==> config.mk <==
export PLATFORM = sky130hd
export DESIGN_NAME = digit_frame_builder
export DESIGN_NICKNAME = d
export VERILOG_FILES = /design/src/rtl/digit_frame_builder.sv
export SDC_FILE = /design/constraint.sdc
export NUM_CORES = 1
export LEC_CHECK = 0
export BUFFER_PORTS_ARGS = -buffer_cell sky130_fd_sc_hd__buf_4
export CAP_MARGIN = 10
export CORE_MARGIN = 2
export CORE_UTILIZATION = 50
export DETAILED_ROUTE_END_ITERATION = 12
export PLACE_DENSITY = 0.68
export SLEW_MARGIN = 10
export SYNTH_ARGS = -nofsm -noshare
export SYNTH_HDL_FRONTEND = slang
export SYNTH_SLANG_ARGS = --single-unit
export TNS_END_PERCENT = 100
==> constraint.sdc <==
create_clock -name clk -period 4.6 [get_ports clk]
set_input_delay 0.69 -clock clk [delete_from_list [all_inputs] [get_ports clk]]
set_output_delay 0.69 -clock clk [all_outputs]
set_load 0.005 [all_outputs]
==> src/rtl/digit_frame_builder.sv <==
// Double-buffered 8-digit seven-segment frame builder: shadow writes, frame-aligned swap,
// hex decode, leading-zero blanking and per-frame PWM digit enables.
module digit_frame_builder (
  input  logic        clk,
  input  logic        rst_n,
  input  logic        frame_tick,
  input  logic        wr_valid,
  output logic        wr_ready,
  input  logic [2:0]  wr_addr,
  input  logic        wr_raw,
  input  logic [7:0]  wr_data,
  input  logic        commit,
  output logic        commit_pending,
  input  logic [3:0]  brightness,
  input  logic        blank_lz,
  output logic [71:0] display_bits
);

  // Entry layout: [8] = raw mode, [7:0] = data byte.
  logic [8:0]  shadow_q [8];
  logic [8:0]  shadow_d [8];
  logic [8:0]  active_q [8];
  logic [8:0]  active_d [8];
  logic        pending_q, pending_d;
  logic [3:0]  pwm_cnt_q, pwm_cnt_d;
  logic [71:0] display_q, display_d;
  logic        wr_fire;
  logic        swap;
  logic [7:0]  blank;

  function automatic logic [7:0] decode(input logic [8:0] entry);
    logic [6:0] seg;
    if (entry[8]) begin
      return entry[7:0];
    end
    unique case (entry[3:0])
      4'h0: seg = 7'h3F;
      4'h1: seg = 7'h06;
      4'h2: seg = 7'h5B;
      4'h3: seg = 7'h4F;
      4'h4: seg = 7'h66;
      4'h5: seg = 7'h6D;
      4'h6: seg = 7'h7D;
      4'h7: seg = 7'h07;
      4'h8: seg = 7'h7F;
      4'h9: seg = 7'h6F;
      4'hA: seg = 7'h77;
      4'hB: seg = 7'h7C;
      4'hC: seg = 7'h39;
      4'hD: seg = 7'h5E;
      4'hE: seg = 7'h79;
      default: seg = 7'h71;
    endcase
    return {entry[4], seg};
  endfunction

  assign wr_ready       = ~pending_q;
  assign commit_pending = pending_q;
  assign display_bits   = display_q;
  assign wr_fire        = wr_valid & wr_ready;
  // Writes are blocked while pending, so the swap always sees the final shadow contents.
  assign swap           = frame_tick & pending_q;

  always_comb begin
    shadow_d = shadow_q;
    if (wr_fire) begin
      shadow_d[wr_addr] = {wr_raw, wr_data};
    end
  end

  always_comb begin
    active_d = swap ? shadow_q : active_q;
  end

  always_comb begin
    pending_d = pending_q;
    if (swap) begin
      pending_d = 1'b0;
    end else if (commit) begin
      pending_d = 1'b1;
    end
  end

  assign pwm_cnt_d = frame_tick ? pwm_cnt_q + 4'd1 : pwm_cnt_q;

  // Blank from digit 7 downward while entries are hex zero with no dp; digit 0 never blanks.
  always_comb begin
    logic run;
    blank = 8'h00;
    run   = blank_lz;
    for (int i = 7; i >= 1; i--) begin
      run      = run & ~active_d[i][8] & (active_d[i][4:0] == 5'd0);
      blank[i] = run;
    end
  end

  always_comb begin
    logic pwm_on;
    display_d = '0;
    pwm_on    = pwm_cnt_q < brightness;
    for (int i = 0; i < 8; i++) begin
      display_d[8*i +: 8] = blank[i] ? 8'h00 : decode(active_d[i]);
      display_d[64 + i]   = ~blank[i] & pwm_on;
    end
  end

  always_ff @(posedge clk or negedge rst_n) begin
    if (!rst_n) begin
      for (int i = 0; i < 8; i++) begin
        shadow_q[i] <= '0;
        active_q[i] <= '0;
      end
      pending_q <= 1'b0;
      pwm_cnt_q <= 4'd0;
      display_q <= '0;
    end else begin
      shadow_q  <= shadow_d;
      active_q  <= active_d;
      pending_q <= pending_d;
      pwm_cnt_q <= pwm_cnt_d;
      if (frame_tick) begin
        display_q <= display_d;
      end
    end
  end

endmodule

==> out/metrics.csv <==
metric,value,unit
clk_pin_slew,0.06,ns
cts_setup_buffers,0,
post_cts_resized,0,
htree_levels,1,
routed_via_density,5.782,
power-per-cell-area,603.7,nW/um^2
p_leak,6.293,nW
io_pins,96,
num_vias,8864,
fmax,0.2852,GHz
grt_max_degree,115,
drive_gt1_share,23.81,%
synth_area,11770,um^2
synth_warnings,0,
grt_pass1_wl,47.75,mm
die_x,157.5,um
layout_worst_path_cycle_share,76.22,%
synth_top_cell_by_area,dfrtp_1,
cts-root-buf,clkbuf_16,
nFillCells,2017,
cts_hold_buf,0,
startpoint_type,register,
synth-main-ff-cell,dfrtp_1,
setup_viol,0,
rows,56,
switching_share,35.70,%
synthCells,1111,
yosysUniqueCellTypes,78,
rsz0062_at_grt,no,
antenna_left,0,
syn2layout_area_growth,15.52,%
timing.rr.start,commit_pending$_DFFE_PN0P_,
layout.nets,1271,
synth_seq_cells,221,
postLayoutCoreUtil,58.47,%
clockBufferDepth,3,
slew_headroom,25.86,%
finClkSkew,0.006392,ns
synth_edf_count,0,
seqCellArea,5530,um^2
grt_overflow,0,
endpoint_kind,register,
syn_nets,1186,
p_clk_share,24.6,%
rr_endpoint,display_bits[12]$_DFFE_PN0P_,
num_antenna_cells,0,
vdd_drop_max,0.3696,mV
p_sw,2.931,mW
multi_input_area,5699,um^2
grt_pass1_vias,8696,
cts_buffers,25,
seq_power_share,38.3,%
crit_type,reg2reg,
power,8.211,mW
crit_required,4.97,ns
place.gp.congestion,0.9099,
die-area,24790,um^2
yosys-top-cells-area,"dfrtp_1 47%, mux2_2 8.8%, ha_1 5.6%, nand2_1 4.6%, mux2i_1 4.1%",
final_max_slew_viol_count,0,
wl_per_cell,19.37,um
status,"complete, no violations",
async_flop_share,100.0,%
firstDrtPassIters,5,
tns,0,ns
p_comb_share,37.1,%
synth.yosys.seq_area_share,46.97,%
r2r_cells,9,
arrival,3.88,ns
cap_violations,0,
min_path_type,in2async,
avgSynthCellArea,10.60,um^2
finalHoldViolations,0,
grt_antenna_before_repair,0,
synth_top_area_share,46.97,%
cts_tree,built,
insertion_delay,0.52,ns
drt_iter0_drc,586,
post-route-min-period,3.506,ns
track_usage,24.32,%
io_buffers,95,
wl,29.69,mm
p_int,5.280,mW
start_util,50.61,%
crit_fanout,24,
place_hpwl,20.01,mm
cts.sinks,221,
die_h,157.5,um
core,23260,um^2
tightest_slew,1.081,ns
drc,0,
r2r_slack,1.09,ns
-- final cells by class --
cell class / instances / area share, %
Multi-Input combinational cell: 763 / 41.90
Sequential cell: 221 / 40.66
Timing Repair Buffer: 110 / 6.219
Clock buffer: 37 / 5.520
Tap cell: 319 / 2.935
Inverter: 75 / 2.070
Clock inverter: 8 / 0.6900
-- worst max path at each step --
stage,start,to,cells past startpoint
floorplan,frame_tick,display_bits[12]$_DFFE_PN0P_,12
global placement,frame_tick,display_bits[12]$_DFFE_PN0P_,10
detailed placement,frame_tick,display_bits[12]$_DFFE_PN0P_,10
CTS,commit_pending$_DFFE_PN0P_,display_bits[12]$_DFFE_PN0P_,9
global route,commit_pending$_DFFE_PN0P_,display_bits[9]$_DFFE_PN0P_,9
finish,commit_pending$_DFFE_PN0P_,display_bits[12]$_DFFE_PN0P_,9
-- cell usage after synthesis, types with 6 or more instances --
cell	instances
o41ai_1	9
and3_1	7
nor3_1	12
nand4_1	11
o21ai_0	38
o22ai_1	8
mux2_2	92
buf_1	6
dfrtp_1	221
a211oi_1	18
inv_2	7
nand2_1	144
nor2_1	47
a31oi_1	15
ha_1	53
inv_1	64
mux2i_1	48
a21oi_1	44
nand3_1	23
o2bb2ai_1	20
o31ai_1	6
nand3b_1	21
o32ai_1	12
mux2i_4	6
o211ai_1	6
nor3b_1	10
clkbuf_1	16
buf_2	22
-- flip-flops by register name, indices dropped and copies added (netlist names) --
register	cells
active_q	72
commit_pending	1
display_bits	72
pwm_cnt_q	4
shadow_q	72
-- critical path, stage by stage, from the launching register on --
cell and delay, ns:
dfrtp_1 0.53, nand2_4 0.45, buf_4 0.38, mux2i_1 0.52
ha_1 0.27, nor3b_1 0.20, a22o_1 0.21, nand4_2 0.22
nor3_4 0.40, o32ai_1 0.16
-- kinds of logic (layout without fill, tap and decap cells) --
logic type	Yosys count	after routing	synth area share, %
AO/OA/AOI/OAI	235	235	14.20
XOR/XNOR	8	8	0.5951
adder cells (fa/ha/maj)	53	53	5.632
buffers and inverters	127	230	4.633
flip-flops	221	221	46.97
multiplexers	151	151	14.61
AND/OR/NAND/NOR	316	316	13.36
-- per-layer routing --
| layer | up-vias | global-route usage [%] | wire [um] |
|---|---|---|---|
| li1 | 4177 | - | - |
| met1 | 4428 | 35.30 | 14090 |
| met2 | 215 | 38.45 | 13660 |
| met3 | 44 | 3.827 | 1302 |
| met4 | 0 | 5.714 | 641 |
| met5 | - | 0 | 0 |
-- cell usage in the layout (no fill, tap or decap), drive strengths merged, types with 20 or more instances in the layout --
master / n
a21oi: 46
buf: 110
clkbuf: 37
dfrtp: 221
ha: 53
inv: 73
mux2: 92
mux2i: 59
nand2: 145
nand3: 23
nand3b: 21
nor2: 49
o21ai: 41
o2bb2ai: 20
-- power groups by stage --
| stage | Combinational [mW] | Clock [mW] | Sequential (mW) |
|---|---|---|---|
| after global routing | 3.40 | 2.13 | 3.23 |
| after floorplan | 2.03 | 0 | 3.03 |
| after detailed placement | 3.02 | 0 | 3.16 |
| final | 3.04 | 2.02 | 3.15 |
| after CTS | 3.04 | 2.06 | 3.14 |
| after global placement | 2.99 | 0 | 3.16 |
-- per-stage QoR --
step | cell area [um^2] | cells | hold slack (ns) | setup slack [ns]
CTS | 13600 | 1533 | 0.2852 | 1.080
global placement | 12760 | 1488 | 0.4533 | 0.9948
finish | 13600 | 1533 | 0.2417 | 1.094
detailed placement | 12760 | 1488 | 0.4587 | 0.8472
global route | 13600 | 1533 | 0.3050 | 0.8353
floorplan | 11770 | 1111 | 0.3944 | 1.108
(Power assumes the default switching activity.)
